===== src/rtl/intersection_phase_scheduler.sv =====
// -----------------------------------------------------------------------------
// intersection_phase_scheduler
//
// Purpose
//   Sequences a two-road intersection through GREEN_A -> RED_AB -> GREEN_B ->
//   RED_BA from a one-second tick. Each road's green time adapts to the queue
//   on the opposing road and is held inside per-road bounds. Those bounds drop
//   by RUSH_OFS while rush hour is flagged.
//
// Ports
//   clk        in   system clock
//   rst_n      in   asynchronous active-low reset
//   tick       in   one-cycle 1 Hz enable
//   hold       in   freeze; ticks arriving while hold=1 are discarded
//   rush       in   rush-hour flag (level)
//   carsA      in   [4:0] cars queued on road A (unsigned, saturating at 31)
//   carsB      in   [4:0] cars queued on road B (unsigned, saturating at 31)
//   greenA     out  road A lamp green (registered)
//   greenB     out  road B lamp green (registered)
//   phase      out  [1:0] FSM state: 0 GREEN_A, 1 RED_AB, 2 GREEN_B, 3 RED_BA
//   remaining  out  [6:0] seconds left in the current phase
//   phaseDone  out  one-cycle pulse following every phase change
//
// Handshake
//   There is no valid/ready pair. The only qualifier is the active tick
//   (tick=1 and hold=0). Every output changes only on the clk edge that
//   samples an active tick, except phaseDone, which drops back to 0 on the
//   edge after it was raised.
// -----------------------------------------------------------------------------
module intersection_phase_scheduler #(
  parameter int INIT_A   = 40,
  parameter int INIT_B   = 50,
  parameter int MIN_A    = 40,
  parameter int MAX_A    = 70,
  parameter int MIN_B    = 50,
  parameter int MAX_B    = 80,
  parameter int RUSH_OFS = 10,
  parameter int STEP     = 5,
  parameter int ALLRED   = 1
) (
  input  logic       clk,
  input  logic       rst_n,
  input  logic       tick,
  input  logic       hold,
  input  logic       rush,
  input  logic [4:0] carsA,
  input  logic [4:0] carsB,
  output logic       greenA,
  output logic       greenB,
  output logic [1:0] phase,
  output logic [6:0] remaining,
  output logic       phaseDone
);

  typedef enum logic [1:0] {
    GREEN_A = 2'd0,
    RED_AB  = 2'd1,
    GREEN_B = 2'd2,
    RED_BA  = 2'd3
  } phase_t;

  localparam logic [7:0] MIN_A8   = 8'(MIN_A);
  localparam logic [7:0] MAX_A8   = 8'(MAX_A);
  localparam logic [7:0] MIN_B8   = 8'(MIN_B);
  localparam logic [7:0] MAX_B8   = 8'(MAX_B);
  localparam logic [7:0] RUSH8    = 8'(RUSH_OFS);
  localparam logic [7:0] STEP8    = 8'(STEP);
  localparam logic [6:0] ALLRED7  = 7'(ALLRED);
  localparam logic [6:0] INIT_A7  = 7'(INIT_A);
  localparam logic [6:0] INIT_B7  = 7'(INIT_B);

  // ---------------------------------------------------------------------------
  // State registers
  // ---------------------------------------------------------------------------
  phase_t     state;
  logic [6:0] durA;
  logic [6:0] durB;

  assign phase = state;

  // ---------------------------------------------------------------------------
  // Effective bounds. These follow rush combinationally, so a rush edge that
  // lands on the same tick as a phase end already shapes the clamp.
  // ---------------------------------------------------------------------------
  logic [7:0] rushOfs;
  logic [7:0] loA;
  logic [7:0] hiA;
  logic [7:0] loB;
  logic [7:0] hiB;

  assign rushOfs = rush ? RUSH8 : 8'd0;
  assign loA     = MIN_A8 - rushOfs;
  assign hiA     = MAX_A8 - rushOfs;
  assign loB     = MIN_B8 - rushOfs;
  assign hiB     = MAX_B8 - rushOfs;

  // Clamp an 8-bit intermediate into [lo, hi]. The bounds never exceed 127,
  // so the 7-bit result is lossless.
  function automatic logic [6:0] clampDur(input logic [7:0] val,
                                          input logic [7:0] lo,
                                          input logic [7:0] hi);
    logic [7:0] res;
    if (val < lo) begin
      res = lo;
    end else if (val > hi) begin
      res = hi;
    end else begin
      res = val;
    end
    clampDur = res[6:0];
  endfunction

  // Queue-driven adaptation of a green duration. The arithmetic is done
  // 8 bits wide so that 127+STEP cannot wrap before the clamp. A subtraction
  // that would go below zero floors at 0; the clamp then lifts it back to lo.
  function automatic logic [7:0] adaptDur(input logic [6:0] dur,
                                          input logic [4:0] cars);
    logic [7:0] wide;
    wide = {1'b0, dur};
    if (cars <= 5'd10) begin
      adaptDur = wide + STEP8;
    end else if (cars >= 5'd20) begin
      adaptDur = (wide > STEP8) ? (wide - STEP8) : 8'd0;
    end else begin
      adaptDur = wide;
    end
  endfunction

  // ---------------------------------------------------------------------------
  // Next-value helpers
  // ---------------------------------------------------------------------------
  logic       activeTick;
  logic       lastSec;
  logic       truncA;
  logic       truncB;
  logic [6:0] nextDurA;
  logic [6:0] nextDurB;
  logic [6:0] entryA;
  logic [6:0] entryB;
  logic [6:0] remDec;

  assign activeTick = tick & ~hold;
  // <=1 rather than ==1 so that a zero count can never stall the FSM.
  assign lastSec    = (remaining <= 7'd1);
  assign remDec     = remaining - 7'd1;

  // Rush truncation: a green longer than the current hi jumps straight to hi.
  assign truncA     = rush && ({1'b0, remaining} > hiA);
  assign truncB     = rush && ({1'b0, remaining} > hiB);

  // Road A's duration is driven by the queue waiting on road B, and vice versa.
  assign nextDurA   = clampDur(adaptDur(durA, carsB), loA, hiA);
  assign nextDurB   = clampDur(adaptDur(durB, carsA), loB, hiB);

  // A green always starts from the stored duration re-clamped to the bounds
  // in force at the moment of entry.
  assign entryA     = clampDur({1'b0, durA}, loA, hiA);
  assign entryB     = clampDur({1'b0, durB}, loB, hiB);

  // ---------------------------------------------------------------------------
  // Phase FSM with registered outputs
  // ---------------------------------------------------------------------------
  always_ff @(posedge clk or negedge rst_n) begin
    if (!rst_n) begin
      state     <= GREEN_A;
      remaining <= INIT_A7;
      durA      <= INIT_A7;
      durB      <= INIT_B7;
      greenA    <= 1'b1;
      greenB    <= 1'b0;
      phaseDone <= 1'b0;
    end else begin
      phaseDone <= 1'b0;
      if (activeTick) begin
        unique case (state)
          GREEN_A: begin
            if (lastSec) begin
              state     <= RED_AB;
              remaining <= ALLRED7;
              durA      <= nextDurA;
              greenA    <= 1'b0;
              greenB    <= 1'b0;
              phaseDone <= 1'b1;
            end else if (truncA) begin
              remaining <= hiA[6:0];
            end else begin
              remaining <= remDec;
            end
          end

          RED_AB: begin
            if (lastSec) begin
              state     <= GREEN_B;
              remaining <= entryB;
              greenA    <= 1'b0;
              greenB    <= 1'b1;
              phaseDone <= 1'b1;
            end else begin
              remaining <= remDec;
            end
          end

          GREEN_B: begin
            if (lastSec) begin
              state     <= RED_BA;
              remaining <= ALLRED7;
              durB      <= nextDurB;
              greenA    <= 1'b0;
              greenB    <= 1'b0;
              phaseDone <= 1'b1;
            end else if (truncB) begin
              remaining <= hiB[6:0];
            end else begin
              remaining <= remDec;
            end
          end

          RED_BA: begin
            if (lastSec) begin
              state     <= GREEN_A;
              remaining <= entryA;
              greenA    <= 1'b1;
              greenB    <= 1'b0;
              phaseDone <= 1'b1;
            end else begin
              remaining <= remDec;
            end
          end

          default: begin
            state     <= GREEN_A;
            remaining <= INIT_A7;
            greenA    <= 1'b1;
            greenB    <= 1'b0;
          end
        endcase
      end
    end
  end

endmodule


===== config.mk =====
export PLATFORM = sky130hd
export DESIGN_NAME = intersection_phase_scheduler
export DESIGN_NICKNAME = d
export VERILOG_FILES = /design/src/rtl/intersection_phase_scheduler.sv
export SDC_FILE = /design/constraint.sdc
export NUM_CORES = 1
export LEC_CHECK = 0
export CELL_PAD_IN_SITES_DETAIL_PLACEMENT = 2
export CELL_PAD_IN_SITES_GLOBAL_PLACEMENT = 2
export CORE_MARGIN = 2
export CORE_UTILIZATION = 37
export CTS_BUF_LIST = sky130_fd_sc_hd__clkbuf_8
export DETAILED_ROUTE_END_ITERATION = 8
export PLACE_DENSITY = 0.82
export SLEW_MARGIN = 20
export SYNTH_ARGS = -nofsm -noshare
export SYNTH_HDL_FRONTEND = slang
export SYNTH_SLANG_ARGS = --single-unit
export TNS_END_PERCENT = 100

===== constraint.sdc =====
create_clock -name clk -period 4.1 [get_ports clk]
set_clock_uncertainty 0.2 [all_clocks]
set_input_delay 1.025 -clock clk [delete_from_list [all_inputs] [get_ports clk]]
set_output_delay 1.025 -clock clk [all_outputs]
set_load 0.02 [all_outputs]

Yosys cells after proc, flatten, opt, wreduce, memory -nomap -nowiden
Index checks and enable logic that the tools add are counted.
{ "op_classes": {"n_addsub": 9, "n_lt_le_gt_ge": 17, "eq_ne": 9, "mux": 34, "bitwise_logic": 2, "reduce_logical": 11} }
{ "ops": {"columns": ["cell", "count"], "rows": [
  ["$mux W7", 14],
  ["$mux W8", 6],
  ["$gt A7 B8 Y1", 4],
  ["$pmux W7 S4", 1],
  ["$add A7 B3 Y8 const B", 2],
  ["$gt A8 B8 Y1", 2],
  ["$lt A7 B8 Y1", 2],
  ["$lt A8 B8 Y1", 2],
  ["$sub A7 B3 Y8 const B", 2],
  ["$sub A7 B4 Y8 const A", 2],
  ["$gt A7 B3 Y1 const B", 2],
  ["$sub A6 B4 Y7 const A", 2],
  ["$reduce_and A3 Y1", 4],
  ["$ge A5 B5 Y1 const B", 2],
  ["$le A5 B4 Y1 const B", 2],
  ["$mux W2", 4],
  ["$ne A2 B2 Y1 const B", 4],
  ["$pmux W2 S4", 1],
  ["$le A7 B1 Y1 const B", 1],
  ["$sub A7 B1 Y7 const B", 1],
  ["$reduce_or A3 Y1", 2],
  ["$mux W1", 5],
  ["$reduce_and A5 Y1", 1],
  ["$eq A2 B2 Y1 const B", 2],
  ["9 further kinds", 12]
]} }
{ "totals": {"ff_bits": 26, "inputBits": 15, "out_inout_bits": 12, "wordCells": 89} }

Depth between registers and ports, before layout
Gate-level depths: netlist (run 1).
{ "depth": {"ltp_word": 7, "mapped_depth": 16} }

Worst setup path before layout (run 1)
OpenSTA, ideal clock, no wires.
{ "synth_path": {"kind": "input-to-reg", "from": "input rush", "to": "register remaining[3]", "setup_time_ps": 83, "arrival_time_ps": 3573, "required_time_ps": 3817, "path_slack_ps": 243, "cell_stages": 10, "path_buffers": 0, "cell_sequence": "clkinv_1 -> ha_1 -> nand3_1 -> o21bai_1 -> a21oi_1 -> mux2_2 -> o21ai_1 -> o21ai_0 -> a21o_1 -> o32a_1"} }
{ "synth_via": {"elab_chain_cells": 7} }
{ "synth_rtl": {"columns": ["element", "line", "rtl"], "rows": [
  ["start: declaration", "45", "input logic rush,"],
  ["$mux W4", "91", "assign rushOfs = rush ? RUSH8 : 8'd0;"],
  ["$sub A7 B4 Y8 (on tied branches)", "93, 95", null],
  ["$gt A7 B8 Y1 (on tied branches)", "105, 148, 149", null],
  ["$mux W7 (tied with other cells)", "105", "end else if (val > hi) begin"],
  ["$mux W7 (on tied branches)", "103, 184, 211", null],
  ["$mux W7 (on tied branches)", null, null],
  ["$pmux W7 S4 (*)", "175", "unique case (state)"],
  ["end signal: assignment", "185", "remaining <= hiA[6:0];"],
  ["end signal: assignment", "221", "remaining <= entryA;"],
  ["end signal: assignment", "226", "remaining <= remDec;"],
  ["end: declaration", "51", "output logic [6:0] remaining,"]
]} }
Every way passes the cells marked *; elsewhere a longest branch is shown, timed or not.
A chain may end at the register's enable or synchronous reset.

Worst setup path in the final report (run 1)
{ "layout_path": {"from": "input carsB[2]", "to": "register durA[3]"} }
{ "layout_via": {"elab_chain_cells": 6} }
{ "layout_rtl": {"columns": ["element", "line", "rtl"], "rows": [
  ["start: declaration", "47", "input logic [4:0] carsB,"],
  ["$ge A5 B5 Y1", "122", "end else if (cars >= 5'd20) begin"],
  ["$mux W8", "122", null],
  ["$mux W8 (*)", "120", "if (cars <= 5'd10) begin"],
  ["$gt A8 B8 Y1", "105", null],
  ["$mux W7", "105", null],
  ["$mux W7 (*)", "103", "if (val < lo) begin"],
  ["end signal: assignment", "180", "durA <= nextDurA;"],
  ["end: declaration", "76", "logic [6:0] durA;"]
]} }
Marks and branches as above.

==> results of run 1 <==
repair_timing:
action / 4_1_cts / 5_1_grt
pin swaps: 0 / 7
gates resized for setup: 3 / 22
cloned: 0 / 0
setup buffers: 0 / 1
endpoints found under the hold margin: 0 / 0
setup endpoints to repair: 1 / 11
flip-flops by register name, indices dropped and copies added (netlist names):
register / cells
phase: 2
greenB: 1
durB: 7
durA: 7
remaining: 7
greenA: 1
phaseDone: 1
where the power goes:
part           switching [mW]  internal [mW]  total (mW)
Sequential              0.228          0.379       0.606
Clock                  0.0983         0.0863       0.185
Combinational            1.42           1.11        2.53
Total                    1.75           1.57        3.32
per-stage QoR:
| stage | hold WS, ps | util, % | TNS (ps) |
|---|---|---|---|
| after floorplan | 377 | - | 0 |
| after global placement | 293 | 46.5 | -606 |
| after detailed placement | 328 | 46.5 | -2660 |
| after CTS | 353 | 47.3 | 0 |
| after global routing | 362 | 48.4 | -197 |
| final | 347 | 48.4 | 0 |
kinds of logic after synthesis:
| kind of cell | Yosys count | share of synthesized area [%] |
|---|---|---|
| compound gates | 169 | 33.7 |
| flops | 26 | 18.0 |
| simple gates | 155 | 23.7 |
| mux | 10 | 2.90 |
| fa+ha+maj | 46 | 15.7 |
| buf+inv | 46 | 5.49 |
| xor+xnor | 2 | 0.477 |
cell type report:
| type | instances | area [um2] | area share (%) |
|---|---|---|---|
| Sequential cell | 26 | 662 | 14.1 |
| Multi-Input combinational cell | 382 | 2920 | 62.3 |
| Inverter | 23 | 86.3 | 1.84 |
| Timing Repair Buffer | 97 | 798 | 17.0 |
| Clock buffer | 4 | 55.1 | 1.17 |
| Tap cell | 133 | 166 | 3.55 |
cells in the mapped netlist (6+ instances only):
library cell	instances
a21oi_1	32
buf_2	7
ha_1	46
nor2_1	34
nor3_1	12
a211oi_1	9
nor2b_1	8
dfrtp_1	18
o21ai_0	18
a31oi_1	10
a21o_1	9
o211ai_1	9
o31ai_1	7
dfstp_2	8
nand2_1	35
inv_1	22
o21a_1	6
nor4_1	8
o21ai_1	10
clkbuf_1	12
nand3_1	8
per-layer routing:
metal  track usage, %  routed length, um
met1             34.4               6620
met2             49.7               7740
met3             1.70                271
met4             7.24                319
met5                0                  0
how the worst max path moves through the flow:
stage,from,endpoint,slack (ps),cells past startpoint
4_1_cts,carsB[3],durA[3]$_DFFE_PN1P_,20,14
3_5_place_dp,carsB[3],durA[3]$_DFFE_PN1P_,-320,12
5_1_grt,carsB[2],durA[3]$_DFFE_PN1P_,-50,13
6_report,carsB[2],durA[3]$_DFFE_PN1P_,60,13
2_1_floorplan,rush,remaining[3]$_DFFE_PN1P_,240,10
3_3_place_gp,carsB[2],durA[3]$_DFFE_PN1P_,-150,14
critical path: cells and delay by family:
kind	cells	cell delay, ps
compound gates	7	1230
simple gates	3	910
buf+inv	2	600
fa+ha+maj	1	300
==> reports/results.txt, run 1 <==
Via/cell ratio - 6.08
Syn. warnings - 0
Syn Area/Cell - 8.08 um2
R2R Setup Slk - 170 ps
Max_cap viols - 0
Post-synthesis register bit count - 26
Kind of critical path - input pin to flip-flop
EDFF count, synth - 0
Dpl cells - 660
Setup-failing EPs final - 0
Worst hold start - greenB$_DFFE_PN0P_
Pwr Density - 708 mW/mm2
Synth area leaders - ha_1, dfrtp_1, dfstp_2
Top FF cell, synth - dfrtp_1
Fmax - 0.247 GHz
Worst hold path class - flip-flop to flip-flop
Root Buffer - clkbuf_8
Slew headroom - 62.0%
Synth Net Count - 515
Post-synthesis cell type count - 86
Synthesized area - 0.00367 mm2
Vias in the first global route - 4377
Overall routed net length - 15.0 mm
DRT Pass-1 Iters - 4
Initial DRC count - 146
Hold Path Stages - 1
First-pass GRT wire length - 23.6 mm
Fin crit share - 98.6%
Post-synth ARST share - 100%
Nets - 594
Non-Filler Instances - 665
Status - finished, final reports clean
Clock-pin slew on the worst setup and hold paths - 110 ps
Starting Density - 37.9%
Slew at the pin with the worst max-slew slack - 564 ps
Slowest cell on crit path - or4_1
Ant diodes - 0
Post-synthesis sequential area ratio - 18.0%
Reg-to-reg startpoint - durA[0]$_DFFE_PN0P_
Area of the die - 0.0107 mm2
Leakage power total - 1.96 nW
CTS Buffer Depth - 2
Max H-tree Level - 1
# rows - 36
Max VDD drop - 0.331 mV
Critical-path cell list - clkdlybuf4s50_1 -> a21o_4 -> buf_4 -> a21o_1 -> o32a_1 -> o22ai_2 -> ha_1 -> and4_1 -> o2111ai_1 -> a32oi_2 -> nand2b_4 -> or4_1 -> o211a_1
Die Wd - 104 um
Share of cells above drive strength 1 - 24.1%
Routability-driven placement congestion ratio - 0.875
Fin worst setup slack - 56.8 ps
# DRC - 0
Post-place setup slack - -317 ps
Layout area overhead - 27.8%
Largest net degree at the start of global routing - 27
Most frequent cells in the layout - buf_4, ha_1, nand2_1
Crit path DAT - 4060 ps
Yosys top cell by area - ha_1
Total CTS buffers - 3
Critical-path maximum fanout - 4
Worst Setup Start Kind - input pin
PortBufs - 26
Dpl hpwl - 11.4 mm
Most common cell after layout, fill and taps aside - buf_4
R2R cell count - 13
Design Power - 3.32 mW
Die Y - 104 um
Final hold violation count - 0
Worst Hold End - greenB$_DFFE_PN0P_
Final Cell Area - 0.00469 mm2
Clk_lat worst skew - 290 ps
Post-layout min period - 4040 ps
Top Ports - 27
Dpl cell area - 0.00451 mm2
Initial antenna violation count - 0
Post-synth top area share - 15.7%
Worst Path Required - 4120 ps
CP max stage delay - 510 ps
Routed wire per std cell - 22.5 um
# fillers - 1080
ANT nets after route - 0
CTS Hold Buffers Added - 0
Cells after synthesis - 454
GRT overflow - 0
Core area - 0.00968 mm2
CTS tree - done
Worst R2R End - durA[3]$_DFFE_PN1P_
CP Capture Type - flip-flop
Clk sink count - 26
Slew Limit Fails - 0
Detailed-route via count - 4041
Aggregate global-route resource usage - 27.1%
Note: power is estimated with default switching activity, not from simulation.
==> run 2, diff against run 1 <==
- CTS_CLUSTER_SIZE: default -> 20
==> results of run 2 <==
Same layout as run 1: the final DEF is identical, and so are final timing and power.
==> run 3, diff against run 2 <==
- CORE_UTILIZATION: 37 -> 36
- CTS_BUF_LIST: sky130_fd_sc_hd__clkbuf_8 -> default
- CTS_CLUSTER_DIAMETER: default -> 100
- PLACE_DENSITY: 0.82 -> 0.8
==> reports/results.txt, run 3 (synthesis gave the netlist of run 1 again) <==
Status - finished, final reports clean
Clk_lat worst skew - 280 ps (about the same)
Clock-pin slew on the worst setup and hold paths - 110 ps (about the same)
Layout area overhead - 25.8%
Area of the die - 0.0110 mm2 (+2.7%)
Critical-path cell list - clkdlybuf4s50_1 -> buf_4 -> o21ai_4 -> buf_4 -> o32a_1 -> o22ai_2 -> ha_1 -> and4_1 -> o2111ai_1 -> a32oi_2 -> buf_4 -> nor3b_2 -> mux2i_1 -> o21ai_1
Sw Share - 52.5% (-0.19 points)
Worst Setup Start Kind - input pin
Die Y - 105 um (+1.3%)
Ant diodes - 0 (unchanged)
Sequential power share - 17.8% (-0.5 points)
Starting Density - 37.4% (-0.52 points)
Dpl hpwl - 11.0 mm (-4.0%)
Fmax - 0.246 GHz (-0.68%)
Leading registers by flop count - durA x7, durB x7, remaining x7
Final Cell Area - 0.00462 mm2 (-1.5%)
Dpl cell area - 0.00441 mm2 (-2.1%)
Core area - 0.00982 mm2 (+1.4%)
Max H-tree Level - 1 (unchanged)
Routed wire per std cell - 22.6 um (+0.69%)
Most common cell after layout, fill and taps aside - buf_4
CTS tree - done
Largest net degree at the start of global routing - 27 (unchanged)
Most frequent cells in the layout - buf_4, ha_1, nand2_1
Leakage power total - 1.90 nW (-3.3%)
Total CTS buffers - 3 (unchanged)
Worst hold path class - flip-flop to flip-flop
Clk sink count - 26 (unchanged)
Slew headroom - 49.9% (-12 points)
PortBufs - 26 (unchanged)
First-pass GRT wire length - 23.3 mm (-1.4%)
Critical-path maximum fanout - 4 (unchanged)
CP max stage delay - 510 ps (about the same)
Pint - 1.57 mW (+0.12%)
CP Capture Type - flip-flop
Worst Path Required - 4060 ps (-60 ps)
Detailed-route via count - 4048 (+0.17%)
Design Power - 3.31 mW (-0.28%)
Routability-driven placement congestion ratio - 0.844 (-3.5%)
CTS Buffer Depth - 2 (unchanged)
Pwr Density - 717 mW/mm2 (+1.3%)
Switching pwr - 1.74 mW (-0.64%)
# rows - 36 (unchanged)
Overall routed net length - 14.8 mm (-1.1%)
Max_cap viols - 0 (unchanged)
Aggregate global-route resource usage - 26.0% (-1.1 points)
Crit path DAT - 4030 ps (-30 ps)
Combinational share of power - 76.7% (+0.5 points)
CP most frequent cell - buf_4
# DRC - 0 (unchanged)
Die Wd - 105 um (+1.3%)
Via/cell ratio - 6.20 (+2.0%)
Max VDD drop - 0.227 mV (-31%)
Initial DRC count - 209 (+43%)
Vias in the first global route - 4441 (+1.5%)
DRT Pass-1 Iters - 4 (unchanged)
Share of cells above drive strength 1 - 22.7% (-1.4 points)
R2R Setup Slk - 90 ps (-80 ps)
GRT overflow - 0 (unchanged)
Top Ports - 27 (unchanged)
Root Buffer - clkbuf_8
Post-layout min period - 4070 ps (+27.5 ps)
Slowest cell on crit path - clkdlybuf4s50_1
CTS Hold Buffers Added - 0 (unchanged)
Nets - 582 (-2.0%)
ANT nets after route - 0 (unchanged)
Kind of critical path - input pin to flip-flop
Final hold violation count - 0 (unchanged)
Slew Limit Fails - 0 (unchanged)
Clock Power Share - 5.5% (about the same)
Initial antenna violation count - 0 (unchanged)
Slew at the pin with the worst max-slew slack - 746 ps (+182 ps)
Setup-failing EPs final - 0 (unchanged)
Fin crit share - 99.3% (+0.67 points)
[run 3: timing repair]
item,in CTS,in global routing
pin swaps,0,9
endpoints found under the setup margin,1,12
gates resized for setup,1,25
buffers inserted,0,3
[run 3: final timing paths]
check | startpoint | end | depth (start not counted)
setup reg to reg | durB[1]$_DFFE_PN1P_ | durB[1]$_DFFE_PN1P_ | 16
min in group asynchronous | rst_n | remaining[6]$_DFFE_PN0P_ | 2
hold / removal | greenB$_DFFE_PN0P_ | greenB$_DFFE_PN0P_ | 1
setup / recovery | carsB[2] | durA[4]$_DFFE_PN0P_ | 14
max in group asynchronous | rst_n | durA[5]$_DFFE_PN1P_ | 2
hold reg to reg | greenB$_DFFE_PN0P_ | greenB$_DFFE_PN0P_ | 1
[run 3: power groups by stage]
stage                     Clock [mW]  Combinational (mW)  Sequential [mW]
after global routing           0.190                2.78            0.615
final                          0.181                2.54            0.589
after CTS                      0.182                2.40            0.585
after floorplan                    0                1.47            0.556
after global placement             0                2.19            0.572
after detailed placement           0                2.37            0.589
[run 3: layout make-up]
| cell class | instances | area (um2) |
|---|---|---|
| inverter | 23 | 86.3 |
| sequential | 26 | 661 |
| timing repair buffer | 85 | 722 |
| fill | 1119 | 5200 |
| tap | 133 | 166 |
| multi-input combinational | 382 | 2930 |
| clock buffer | 4 | 55.1 |
[run 3: routing by layer]
layer  up-vias  wire length (um)  global-route usage [%]
met2        72              7660                    46.6
met4         0               205                    6.29
met3        19               430                    2.37
li1       1869                 -                       -
met5         -                 0                       0
met1      2088              6490                    33.3
[run 3: stage by stage]
stage               cells  worst slack (ps)  utilization [%]  hold slack [ps]  setup TNS (ps)
finish                653              29.2             47.0              336               0
CTS                   650              43.9             45.6              346               0
detailed placement    646              -246             45.0              309           -1850
global placement      646             -85.8             45.0              304            -258
global route          653              -102             47.0              384            -291
floorplan             454               243                -              377               0
[run 3: worst max-delay path, delay by kind of cell]
family / cells / cell delay, ps
adder cells (fa/ha/maj): 1 / 290
multiplexers: 1 / 250
buffers and inverters: 4 / 950
AO/OA/AOI/OAI: 6 / 960
AND/OR/NAND/NOR: 2 / 550
